**src/rtl/ab_seq_player.sv**
```systemverilog
// ab_seq_player
//
// Plays a small programmable pattern of {A,B} symbols into the two-input
// sequence detector and records how the detector responded.
//
// Flow: load up to DEPTH symbols through the write port while idle, then
// raise start. The block then:
//   - resets the detector for one cycle (CLEAR);
//   - plays one symbol per clock (RUN);
//   - pulses done (DONE) and returns to IDLE.
// While RUN is active it counts cycles with det_y = 1 and remembers the
// index of the first hit.
//
// Ports
//   clk, reset          rising-edge clock, asynchronous active-high reset
//   wr_en/wr_addr/wr_data   pattern memory write port (ignored while busy)
//   len                 symbols to play, clamped to DEPTH, sampled at start
//   start               begin a run (ignored while busy)
//   busy                high whenever the sequencer is not idle
//   done                one-cycle pulse at the end of a run
//   det_rst             registered reset to the detector, high in CLEAR only
//   det_a, det_b        detector inputs, zero outside RUN
//   det_y               detector output, sampled every RUN cycle
//   hit_count           saturating count of RUN cycles with det_y = 1
//   first_hit           index of the first symbol that produced a hit
//   hit_valid           at least one hit occurred in the last run
module ab_seq_player #(
  parameter int DEPTH = 16,
  parameter int AW    = 4,
  parameter int CW    = 8
) (
  input  logic          clk,
  input  logic          reset,
  input  logic          wr_en,
  input  logic [AW-1:0] wr_addr,
  input  logic [1:0]    wr_data,
  input  logic [AW:0]   len,
  input  logic          start,
  output logic          busy,
  output logic          done,
  output logic          det_rst,
  output logic          det_a,
  output logic          det_b,
  input  logic          det_y,
  output logic [CW-1:0] hit_count,
  output logic [AW-1:0] first_hit,
  output logic          hit_valid
);

  typedef enum logic [1:0] {
    IDLE  = 2'd0,
    CLEAR = 2'd1,
    RUN   = 2'd2,
    DONE  = 2'd3
  } state_t;

  localparam logic [AW:0] MAX_LEN = (AW + 1)'(DEPTH);
  localparam logic [AW:0] ONE     = (AW + 1)'(1);

  state_t          state_q, state_d;
  logic [1:0]      mem_q [DEPTH];
  logic [AW:0]     n_q;
  logic [AW-1:0]   idx_q;
  logic [CW-1:0]   hit_count_q;
  logic [AW-1:0]   first_hit_q;
  logic            hit_valid_q;
  logic            done_q;
  logic            det_rst_q;
  logic            last_sym;

  // The symbol being played is the last one when idx reaches n-1.
  // n_q is never zero while in RUN, so the subtraction cannot wrap there.
  assign last_sym = ({1'b0, idx_q} == (n_q - ONE));

  // Next-state selection; CLEAR skips RUN entirely for an empty run.
  always_comb begin
    state_d = state_q;
    case (state_q)
      IDLE:    if (start) state_d = CLEAR;
      CLEAR:   state_d = (n_q == '0) ? DONE : RUN;
      RUN:     if (last_sym) state_d = DONE;
      DONE:    state_d = IDLE;
      default: state_d = IDLE;
    endcase
  end

  // All sequencer state, the pattern memory and the result registers.
  // det_rst and done are registered from the next state so they line up
  // exactly with the CLEAR and DONE cycles.
  always_ff @(posedge clk or posedge reset) begin
    if (reset) begin
      state_q     <= IDLE;
      n_q         <= '0;
      idx_q       <= '0;
      hit_count_q <= '0;
      first_hit_q <= '0;
      hit_valid_q <= 1'b0;
      done_q      <= 1'b0;
      det_rst_q   <= 1'b0;
      for (int i = 0; i < DEPTH; i++) begin
        mem_q[i] <= 2'b00;
      end
    end else begin
      state_q   <= state_d;
      det_rst_q <= (state_d == CLEAR);
      done_q    <= (state_d == DONE);
      case (state_q)
        IDLE: begin
          if (wr_en) begin
            mem_q[wr_addr] <= wr_data;
          end
          if (start) begin
            n_q         <= (len > MAX_LEN) ? MAX_LEN : len;
            idx_q       <= '0;
            hit_count_q <= '0;
            first_hit_q <= '0;
            hit_valid_q <= 1'b0;
          end
        end
        RUN: begin
          // det_y belongs to the symbol driven in this same cycle.
          if (det_y) begin
            if (hit_count_q != {CW{1'b1}}) begin
              hit_count_q <= hit_count_q + CW'(1);
            end
            if (!hit_valid_q) begin
              first_hit_q <= idx_q;
              hit_valid_q <= 1'b1;
            end
          end
          idx_q <= idx_q + AW'(1);
        end
        default: ;
      endcase
    end
  end

  // Detector inputs follow the memory directly so each symbol and its
  // det_y response fall in the same cycle.
  assign {det_a, det_b} = (state_q == RUN) ? mem_q[idx_q] : 2'b00;

  assign busy      = (state_q != IDLE);
  assign done      = done_q;
  assign det_rst   = det_rst_q;
  assign hit_count = hit_count_q;
  assign first_hit = first_hit_q;
  assign hit_valid = hit_valid_q;

endmodule
```
**config.mk**
```make
export PLATFORM = sky130hd
export DESIGN_NAME = ab_seq_player
export DESIGN_NICKNAME = d
export VERILOG_FILES = /design/src/rtl/ab_seq_player.sv
export SDC_FILE = /design/constraint.sdc
export NUM_CORES = 1
export LEC_CHECK = 0
export BUFFER_PORTS_ARGS = -buffer_cell sky130_fd_sc_hd__buf_2
export CAP_MARGIN = 25
export CORE_MARGIN = 2
export CORE_UTILIZATION = 58
export DETAILED_ROUTE_END_ITERATION = 16
export PLACE_DENSITY = 0.78
export SLEW_MARGIN = 20
export SYNTH_ARGS = -nofsm -noshare
export SYNTH_HDL_FRONTEND = slang
export SYNTH_SLANG_ARGS = --single-unit
```
**constraint.sdc**
```tcl
create_clock -name clk -period 2.3 [get_ports clk]
set_input_delay 0.23 -clock clk [delete_from_list [all_inputs] [get_ports clk]]
set_output_delay 0.23 -clock clk [all_outputs]
set_load 0.01 [all_outputs]
```
* Word level (Yosys, flattened, before mapping) *
Index checks and enable logic that the tools add are counted.

cells by class
  add/sub/neg operators = 3
  order comparisons = 4
  eq/ne operators = 11
  multiplexer cells = 24
  bitwise logic cells = 2
  reductions and logical operators = 11

operators by type and width
  operator                                                     number
  bitwise mux 32 bit                                           1
  2-to-1 mux 8 bit                                             3
  one-hot mux 4 bit (2 select lines)                           2
  one-hot mux 8 bit (2 select lines)                           1
  2-to-1 mux 2 bit                                             6
  2-to-1 mux 4 bit                                             3
  greater-or-equal comparator 5 bit (second input constant)    2
  inverter 4 -> 5 bit                                          2
  adder 8 x 1 -> 8 bit (second input constant)                 1
  binary-select mux 2 bit (select 4 bit)                       1
  demux 2 bit (select 4 bit)                                   1
  inequality test 2 bit (second input constant)                4
  inequality test 8 bit (second input constant)                1
  one-hot mux 2 bit (4 select lines)                           1
  AND reduction 4 bit                                          2
  == test 2 bit (second input constant)                        3
  AND reduction 2 bit                                          3
  == test 4 x 5 -> 1 bit                                       1
  > comparator 5 bit (second input constant)                   1
  zero test 5 bit                                              1
  less-than comparator 5 x 1 -> 1 bit (second input constant)  1
  2-to-1 mux 5 bit                                             1
  subtractor 5 x 1 -> 5 bit (second input constant)            1
  adder 4 x 1 -> 4 bit (second input constant)                 1
  7 further kinds                                              11

storage, ports and cells
  register bits after elaboration = 58
  input port bits = 16
  output and inout bits = 18
  word-level logic and storage cells = 79

* Logic depth before layout (Yosys ltp) *
Gate-level depths: netlist of the first run.

  depth after elaboration = 6
  depth in mapped cells = 8
  depth with buffers taken out = 6

* Worst setup path before layout of the first run *
OpenSTA, ideal clock, no wires.

  kind = reg-to-reg
  start = register state_q[0]
  end = register hit_count_q[3], in the netlist hit_count[3]
  setup time = 0.078 ns
  data arrival time = 1.699 ns
  required time = 2.222 ns
  path slack = 0.523 ns
  cell stages (with the launch flop) = 9
  buffers on the path = 2
  clock period less this slack = 1.777 ns
  path through = dfrtp_1 inv_1 ha_1 buf_6 mux2_4 o221ai_2 buf_6 or3_1 a21oi_1

on the way
  word-level cells in the longest chain between the ends = 3
  elaborated cells between the ends (all ways) = 8
  those cells by class = 4 x eq/ne; 1 x mux; 3 x reduce/logical

ends and longest elaborated chain
  what                                                                          RTL line  text
  start, declared                                                               60        state_t state_q, state_d;
  start signal, assigned                                                        104       state_q <= state_d;
  == test 2 bit or zero test 2 bit (tied branches)                              107       case (state_q)
  inequality test 2 bit (no source line) or nonzero test 2 bit (tied branches)  n/a
  AND reduction 4 bit (no source line)                                          n/a
  end signal, assigned                                                          124       hit_count_q <= hit_count_q + CW'(1);
  end, declared                                                                 64        logic [CW-1:0] hit_count_q;

Parallel ways exist; a longest one is shown, timed or not.
A chain may end at the register's enable or synchronous reset.

* Final worst setup path of the first run *
  start = register idx_q[0]
  end = output det_a

on the way
  word-level cells in the longest chain between the ends = 5

ends and longest elaborated chain
  what                                                  RTL line  text
  start, declared                                       63        logic [AW-1:0] idx_q;
  start signal, assigned                                131       idx_q <= idx_q + AW'(1);
  inverter 4 -> 5 bit (implied by the code)             140       assign {det_a, det_b} = (state_q == RUN) ? mem_q[idx_q] : 2'b00;
  binary-select mux 2 bit (select 4 bit)                140
  2-to-1 mux 2 bit (implied by the code) (2 in series)  140
  2-to-1 mux 2 bit                                      140
  end, declared                                         42        output logic det_a,

Every way passes these cells. The select of a mux whose other input is x is not followed.

==> flow_summary_export.csv, run 1 <==
group,metric,value,unit
cells_and_area,antenna_cells,0,
synthesis,synth-seq-area-share,0.488,
timing,setup_viol,0,
power,powerDensity,1190,mW/mm^2
route,antenna_left,0,
critical_path,worstSetupEndpointType,"output pin",
cts,cts-root-buf,"clkbuf_8",
placed_design,dpl_worst_slack,212,ps
critical_path,cp-start-kind,"flip-flop",
critical_path,crit_fanout,10,
die,dieWidth,75.6,um
cts,cts_tree,"built",
outcome,status,"completed",
die,die_h,75.6,um
synthesis,synth-async-reset-ratio,1.00,
route,dr.pass1.iters,4,
route,viasPerCell,5.74,
route,totalWireLength,5.97,mm
cts,insertion_delay,330,ps
power,p_leak,1.55,nW
synthesis,synth_area_leaders,"dfrtp_1, mux2_2, mux4_2",
timing,hold_viol_final,0,
synthesis,synth_edf_count,0,
cts,cts_sinks,58,
grt,grt_antenna_before_repair,0,
synthesis,postSynthNetCount,278,
synthesis,synth_cell_types,38,
synthesis,synthCells,255,
job,drv_cap,0,
die,initial_utilization,0.590,
synthesis,synthAdderAreaFrac,0.0294,
timing,setup_tns,0,ps
timing,slew_violations,0,
synthesis,synth_top_area_frac,0.488,
cts,clk_pin_slew_worst_paths,60,ps
route,drc,0,
placed_design,io_buffers,33,
timing,fin_ws,180,ps
cts,clock_path_buffers,2,
grt,grt_first_pass_wirelength,9.71,mm
timing,slew_headroom,0.609,
synthesis,synth_top_family_by_area,"multiplexers",
hold_path,hold_path.class,"input pin to flip-flop",
synthesis,syn_area,0.00297,mm^2
grt,grtUsageTotal,0.231,
cts,cts_made_buffers,9,
die,pin_count,34,
grt,grt_overflow,0,
timing,period_needed,2120,ps
route,drt_iter0_drc,140,
cts,post_cts_buffers,0,
power,ir_drop,0.628,mV
grt,grt_max_degree,23,
timing,max_freq,0.472,GHz
critical_path,critical_path_class,"flip-flop to output pin",
cells_and_area,nNetsFinal,323,
cts,htree_levels,3,
synthesis,synth_simple_gate_area_frac,0.139,
synthesis,ys_top_cells_by_count,"dfrtp_1, mux2_2, nand2_1",
synthesis,muxShareOfSynthArea,0.211,
cells_and_area,fill_cells,384,
timing,tightestPinTransition,578,ps
synthesis,ys_warn_count,0,
synthesis,synth_xor_area_frac,0.0257,
timing,fin_crit_sh,0.922,
synthesis,synth_seq_cells,58,
synthesis,yosysMostFrequentCell,"dfrtp_1",
die,core-area,0.00504,mm^2
timing,rsz0062_at_grt,"false",
critical_path,cp.arrival,1890,ps
critical_path,critPathRequiredTime,2070,ps
synthesis,yosysTopAreaCell,"dfrtp_1",
placed_design,place_hpwl,4.26,mm
route,wl_per_cell,15.9,um
placed_design,gp_congestion,0.830,
die,dieArea,0.00572,mm^2
cells_and_area,syn2layout_area_growth,15.8,%
die,core.rowCount,26,
cells_and_area,drive_gt1_frac,0.326,
route,via_count,2146,
synthesis,synth_compound_area_frac,0.0749,
synthesis,syn_area_per_cell,11.7,um^2
grt,grt_pass1_vias,2063,
timing,finClkSkew,7.33,ps
synthesis,synth-main-ff-cell,"dfrtp_1",
==> through the flow <==
step | cell area [um^2] | util | hold slack (ps) | power, mW | instances
global route | 3440 | 0.683 | 174 | 4.35 | 374
global placement | 3230 | 0.640 | 258 | 3.06 | 358
floorplan | 2970 | - | 378 | 2.76 | 255
detailed placement | 3230 | 0.640 | 258 | 3.13 | 358
finish | 3440 | 0.683 | 145 | 4.09 | 374
CTS | 3440 | 0.683 | 144 | 4.10 | 374
==> layout by cell type (no fill, tap or decap), drive strengths merged, types with 2 or more instances in the layout <==
cell and count:
o31ai 3, nand4 4, nand2 22, a21oi 7, a22oi 4, nand4b 2
clkbuf 13, xor2 3, inv 10, nor4 3, or3 3, mux4 8
nor2 16, mux2 34, o21ai 17, or4 5, xnor2 3, nand3 6
nor3 4, nand2b 11, o22ai 2, dfrtp 58, mux2i 6, ha 7
buf 41
==> power breakdown <==
part	internal [mW]	switching (mW)
clock network	0.582	0.392
logic	0.783	0.687
registers	1.39	0.254
total	2.76	1.33
==> worst paths after layout <==
kind | to | slack (ps) | from | depth (start not counted)
worst max register to register | hit_count[5] | 210 | state_q[0] | 6
worst min-delay path | n_q[1] | 140 | len[1] | 3
min in group asynchronous | mem_q[30] | 440 | reset | 3
worst max-delay path | det_a | 180 | idx_q[0] | 5
worst min register to register | mem_q[5] | 510 | mem_q[5] | 1
max in group asynchronous | mem_q[9] | 1200 | reset | 4
==> timing repair <==
item,in CTS,in global routing
hold buffers,1,0
endpoints found under the hold margin,19,0
gates resized for setup,0,0
==> flip-flops by register name (all words and copies together), names as in the netlist <==
| register | cells |
|---|---|
| idx_q | 4 |
| first_hit | 4 |
| n_q | 5 |
| det_rst | 1 |
| mem_q | 32 |
| done | 1 |
| state_q | 2 |
| hit_valid | 1 |
| hit_count | 8 |
==> per-layer routing <==
metal	GRT usage	wire length, um
met4	0.103	104
met2	0.356	2820
met1	0.323	2810
met3	0.0410	228
met5	0	0
==> critical path: stages, from the launching register on <==
cell and delay, ps:
dfrtp_1 360, buf_4 210, mux4_2 510, mux2i_1 210, o22ai_1 120, buf_2 150
==> cells by family after synthesis <==
logic type / Yosys count
AO/OA/AOI/OAI: 37
XOR/XNOR: 7
adder cells (fa/ha/maj): 7
buffers and inverters: 18
flip-flops: 58
multiplexers: 48
AND/OR/NAND/NOR: 80
==> layout make-up <==
type,instances,area (um^2),area share
sequential,58,1450,0.422
multi-input combinational,179,1430,0.415
timing repair buffer,42,235,0.0683
clock buffer,13,169,0.0491
tap,70,87.6,0.0254
inverter,10,37.5,0.0109
clock inverter,2,35.0,0.0102
No activity file was read; power rests on OpenSTA's default activity.
==> inputs of run 2 (changes only) <==
==> config.mk (replaced) <==
export PLATFORM = sky130hd
export DESIGN_NAME = ab_seq_player
export DESIGN_NICKNAME = d
export VERILOG_FILES = /design/src/rtl/ab_seq_player.sv
export SDC_FILE = /design/constraint.sdc
export NUM_CORES = 1
export LEC_CHECK = 0
export BUFFER_PORTS_ARGS = -buffer_cell sky130_fd_sc_hd__buf_4
export CAP_MARGIN = 25
export CORE_MARGIN = 2
export CORE_UTILIZATION = 55
export DETAILED_ROUTE_END_ITERATION = 16
export PLACE_DENSITY_LB_ADDON = 0.05
export SLEW_MARGIN = 20
export SYNTH_ARGS = -nofsm -noshare
export SYNTH_HDL_FRONTEND = slang
export SYNTH_SLANG_ARGS = --single-unit
==> run 2 against run 1 <==
  * First-iteration DRC count decreased by 14%
  * Combinational power is 3% higher
  * Clock power fell by 15%
  * Cell count down 0.27%
  * Design area is 1.1% higher
  * Critical path type unchanged
  * Largest power group unchanged
==> flow_summary_export.csv, run 2 (synthesis gave the netlist of run 1 again) <==
group,metric,value,unit
critical_path,worst_path_most_repeated_cell,"buf_4",
route,wl_per_cell,16.0,um
cts,htree_levels,3,
cts,clk_pin_slew_worst_paths,70,ps
timing,hold_viol_final,0,
cells_and_area,drive_gt1_frac,0.327,
timing,slew_violations,0,
placed_design,placed_cells,358,
route,antenna_left,0,
grt,grt_pass1_vias,2056,
grt,grt_first_pass_wirelength,10.2,mm
critical_path,worstSetupEndpointType,"output pin",
die,core-area,0.00517,mm^2
placed_design,io_buffers,33,
route,drc,0,
timing,whs,95.6,ps
grt,grt_antenna_before_repair,0,
die,die_h,77.5,um
job,drv_cap,0,
critical_path,critical_path_class,"flip-flop to output pin",
power,p_leak,1.55,nW
timing,rsz0062_at_grt,"false",
cts,cts_made_buffers,9,
critical_path,worst_path_max_delay_cell,"mux4_2",
critical_path,cp_cell_sequence,"buf_4 > mux4_2 > mux2i_1 > o22ai_1 > buf_4",
die,initial_utilization,0.575,
cells_and_area,post-route-util,0.673,
die,core.rowCount,26,
critical_path,crit_fanout,8,
critical_path,cp-start-kind,"flip-flop",
grt,grt_overflow,0,
critical_path,slowest_delay,520,ps
cells_and_area,largest_reg_flops,32,
cells_and_area,regMostFlops,"mem_q",
route,totalWireLength,5.97,mm
power,powerDensity,1140,mW/mm^2
cells_and_area,regArea,0.00145,mm^2
cts,clock_path_buffers,2,
cts,postCtsHoldBufs,0,
cts,post_cts_buffers,0,
die,dieArea,0.00601,mm^2
grt,grt_max_degree,59,
timing,tightestPinTransition,736,ps
power,ir_drop,0.625,mV
outcome,status,"completed",
placed_design,gp_congestion,0.786,
placed_design,place_hpwl,4.16,mm
timing,fin_crit_sh,0.923,
route,viasPerCell,5.66,
route,drt_iter0_drc,121,
critical_path,critPathRequiredTime,2070,ps
timing,max_freq,0.471,GHz
timing,slew_headroom,0.510,
cts,cts_resized,0,
cells_and_area,multi_input_area,0.00143,mm^2
cells_and_area,finalNonFillerCells,373,
critical_path,cp.arrival,1890,ps
timing,setup_tns,0,ps
die,pin_count,34,
route,via_count,2111,
route,dr.pass1.iters,4,
cells_and_area,final_common_cell,"dfrtp_1",
cells_and_area,syn2layout_area_growth,17.1,%
cells_and_area,antenna_cells,0,
timing,finClkSkew,5.88,ps
timing,period_needed,2120,ps
timing,setup_viol,0,
cells_and_area,layout_common_cells,"dfrtp_1, buf_4, mux2_2",
cts,cts_sinks,58,
cells_and_area,nNetsFinal,322,
die,dieWidth,77.5,um
hold_path,hold_path.class,"input pin to asynchronous set/reset pin",
grt,grtUsageTotal,0.221,
cells_and_area,fill_cells,397,
cts,insertion_delay,340,ps
cts,cts_tree,"built",
cts,cts-root-buf,"clkbuf_8",
-- run 2: cell count changes in the layout (fill, tap and decap cells not counted), sizes merged --
cell	previous run	this run
clkbuf	13	12
bufinv	1	0
dlygate4sd3	1	0
clkinv	1	3
-- run 2: path summary, 6_finish.rpt --
check	startpoint	end	slack, ps	cells after the start
setup / recovery	idx_q[0]	det_a	180	5
setup reg to reg	state_q[0]	hit_count[7]	180	6
hold reg to reg	mem_q[1]	mem_q[1]	500	1
hold / removal	reset	mem_q[22]	100	3
min in group clk	len[2]	n_q[2]	150	3
max in group asynchronous	reset	mem_q[8]	1710	3
-- run 2: area by class of cell --
class	count	area share
tap	70	0.0252
clock inverter	3	0.00431
multi-input combinational	179	0.410
timing repair buffer	41	0.0884
inverter	10	0.0108
clock buffer	12	0.0446
sequential	58	0.417
-- run 2: worst max-delay path, delay by kind of cell (launching register included) --
kind,cells,cell delay [ps]
AO/OA/AOI/OAI,1,130
buffers and inverters,2,370
flip-flops,1,360
multiplexers,2,680
-- run 2: power by group --
group	internal [mW]	switching [mW]
Clock	0.438	0.389
Combinational	0.817	0.691
Sequential	1.39	0.251
-- run 2: per-layer routing --
metal  GRT usage  vias up  routed length [um]
met4      0.0893        0                 106
met5           0        -                   0
li1            -     1018                   -
met3      0.0570       11                 221
met2       0.333       44                2800
met1       0.306     1038                2830
-- run 2: metrics by stage --
stage / setup WS [ps] / power, mW / instance area (um^2)
CTS: 171 / 4.01 / 3480
floorplan: 523 / 2.76 / 2970
global route: 26.0 / 4.27 / 3480
detailed placement: 189 / 3.17 / 3310
finish: 178 / 3.98 / 3480
global placement: 267 / 3.11 / 3310
==> inputs of run 3 (changes only) <==
--- a/config.mk
+++ b/config.mk
@@ -5,12 +5,13 @@
 export SDC_FILE = /design/constraint.sdc
 export NUM_CORES = 1
 export LEC_CHECK = 0
-export BUFFER_PORTS_ARGS = -buffer_cell sky130_fd_sc_hd__buf_4
 export CAP_MARGIN = 25
 export CORE_MARGIN = 2
 export CORE_UTILIZATION = 55
 export DETAILED_ROUTE_END_ITERATION = 16
+export DONT_BUFFER_PORTS = 1
 export PLACE_DENSITY_LB_ADDON = 0.05
+export REMOVE_ABC_BUFFERS = 1
 export SLEW_MARGIN = 20
 export SYNTH_ARGS = -nofsm -noshare
 export SYNTH_HDL_FRONTEND = slang
==> run 3 against run 2 <==
  * Clock power is 9.6% lower
  * Clock skew is 1.6 ps lower
  * Total power is 4.6% lower
  * Sequential cell count stayed put
  * Via count is 4.5% lower
  * Sequential power is 4% higher
  * Combinational power is 11% lower
  * Critical endpoint is now hit_count[7]
==> flow_summary_export.csv, run 3 (synthesis gave the netlist of run 1 again) <==
group,metric,value,unit
outcome,status,"completed",
critical_path,cp.arrival,2360,ps
route,dr.pass1.iters,6,
critical_path,critPathRequiredTime,2550,ps
grt,grtUsageTotal,0.227,
critical_path,crit_family,"simple AND/OR/NAND/NOR gates",
timing,max_freq,0.475,GHz
placed_design,gp_congestion,0.794,
critical_path,crit_end,"hit_count[7]",
route,totalWireLength,6.12,mm
die,core-area,0.00517,mm^2
route,via_count,2015,
die,pin_count,34,
cells_and_area,drive_gt1_frac,0.226,
grt,grt_first_pass_wirelength,10.4,mm
power,ir_drop,0.628,mV
die,dieArea,0.00601,mm^2
cts,cts-root-buf,"clkbuf_8",
timing,setup_tns,0,ps
grt,grt_max_degree,29,
hold_path,hold_path.class,"input pin to flip-flop",
route,viasPerCell,5.93,
cts,cts_tree,"built",
die,core.rowCount,26,
cells_and_area,largest_reg_flops,32,
cts,insertion_delay,330,ps
cells_and_area,finalNonFillerCells,340,
timing,period_needed,2100,ps
timing,setup_viol,0,
critical_path,reg2reg_slack,200,ps
placed_design,placed_cells,324,
grt,grt_pass1_vias,2126,
critical_path,path_depth,6,
grt,grt_overflow,0,
critical_path,startpoint,"state_q[0]",
cts,clock_path_buffers,2,
critical_path,crit_fanout,13,
timing,whs,46.7,ps
critical_path,crit_buf_inv,1,
cells_and_area,antenna_cells,0,
hold_path,whs_path_depth,1,
job,drv_cap,0,
timing,rsz0062_at_grt,"false",
critical_path,slowest_delay,520,ps
route,drt_iter0_drc,118,
critical_path,worstReg2RegEnd,"hit_count[7]",
critical_path,r2r_start,"state_q[0]",
critical_path,critical_path_class,"flip-flop to flip-flop",
cts,htree_levels,3,
timing,slew_headroom,0.572,
die,dieWidth,77.5,um
cells_and_area,regMostFlops,"mem_q",
cells_and_area,nNetsFinal,289,
cells_and_area,syn2layout_area_growth,8.08,%
timing,finClkSkew,4.29,ps
placed_design,place_hpwl,4.43,mm
route,drc,0,
die,initial_utilization,0.575,
cells_and_area,final_common_cell,"dfrtp_1",
cells_and_area,fill_cells,419,
cts,clk_pin_slew_worst_paths,60,ps
cells_and_area,post-route-util,0.621,
critical_path,worstSetupEndpointType,"flip-flop",
critical_path,worst-r2r-cell-count,6,
critical_path,cp_cell_sequence,"inv_1 > ha_1 > mux2_4 > o221ai_2 > or4_1 > a21oi_1",
cts,cts_made_buffers,9,
power,finalPower,3.80,mW
cells_and_area,layout_common_cells,"dfrtp_1, mux2_2, nand2_1",
power,p_leak,1.36,nW
timing,slew_violations,0,
timing,fin_crit_sh,0.915,
power,powerDensity,1180,mW/mm^2
grt,grt_antenna_before_repair,0,
critical_path,cp-start-kind,"flip-flop",
route,antenna_left,0,
cts,cts_sinks,58,
die,die_h,77.5,um
route,wl_per_cell,18.0,um
timing,hold_viol_final,0,
timing,tightestPinTransition,642,ps
placed_design,io_buffers,0,
critical_path,worst_path_max_delay_cell,"or4_1",
==> run 3: how the worst min path moves through the flow <==
stage | slack [ps] | from | to
2_1_floorplan | 380 | len[0] | n_q[0]
3_3_place_gp | 210 | reset | hit_count[4]
3_5_place_dp | 210 | reset | hit_count[4]
4_1_cts | 30 | len[4] | n_q[4]
5_1_grt | 40 | wr_data[0] | mem_q[30]
6_report | 50 | len[4] | n_q[4]
==> run 3: power breakdown <==
part	leakage (nW)	total (mW)	internal, mW	switching [mW]
clock	0.0718	0.748	0.388	0.361
sequential	0.760	1.71	1.40	0.316
combinational	0.526	1.34	0.724	0.612
total	1.36	3.80	2.51	1.29
==> run 3: what timing repair did <==
item,CTS,global route
hold endpoints to repair,26,0
resized for setup,0,1
hold buffers,1,0
setup endpoints to repair,0,2
setup buffers,0,0
==> run 3: layout make-up <==
class / count / area, um^2 / area share
Timing Repair Buffer: 8 / 62.6 / 0.0195
Sequential cell: 58 / 1450 / 0.452
Tap cell: 70 / 87.6 / 0.0272
Inverter: 10 / 37.5 / 0.0117
Multi-Input combinational cell: 179 / 1430 / 0.444
Clock buffer: 15 / 146 / 0.0455
==> run 3: stage by stage <==
stage | setup slack [ps] | area (um^2)
after floorplan | 408 | 2920
after global placement | 282 | 3060
after detailed placement | 213 | 3060
after CTS | 61.0 | 3210
after global routing | 25.9 | 3210
final | 195 | 3210
==> run 3: routing by layer <==
layer	part of all wire	wire length, um	track usage
met3	0.056	343	0.0663
met4	0.013	82	0.113
met5	0	0	0
met2	0.48	2940	0.361
met1	0.45	2760	0.286
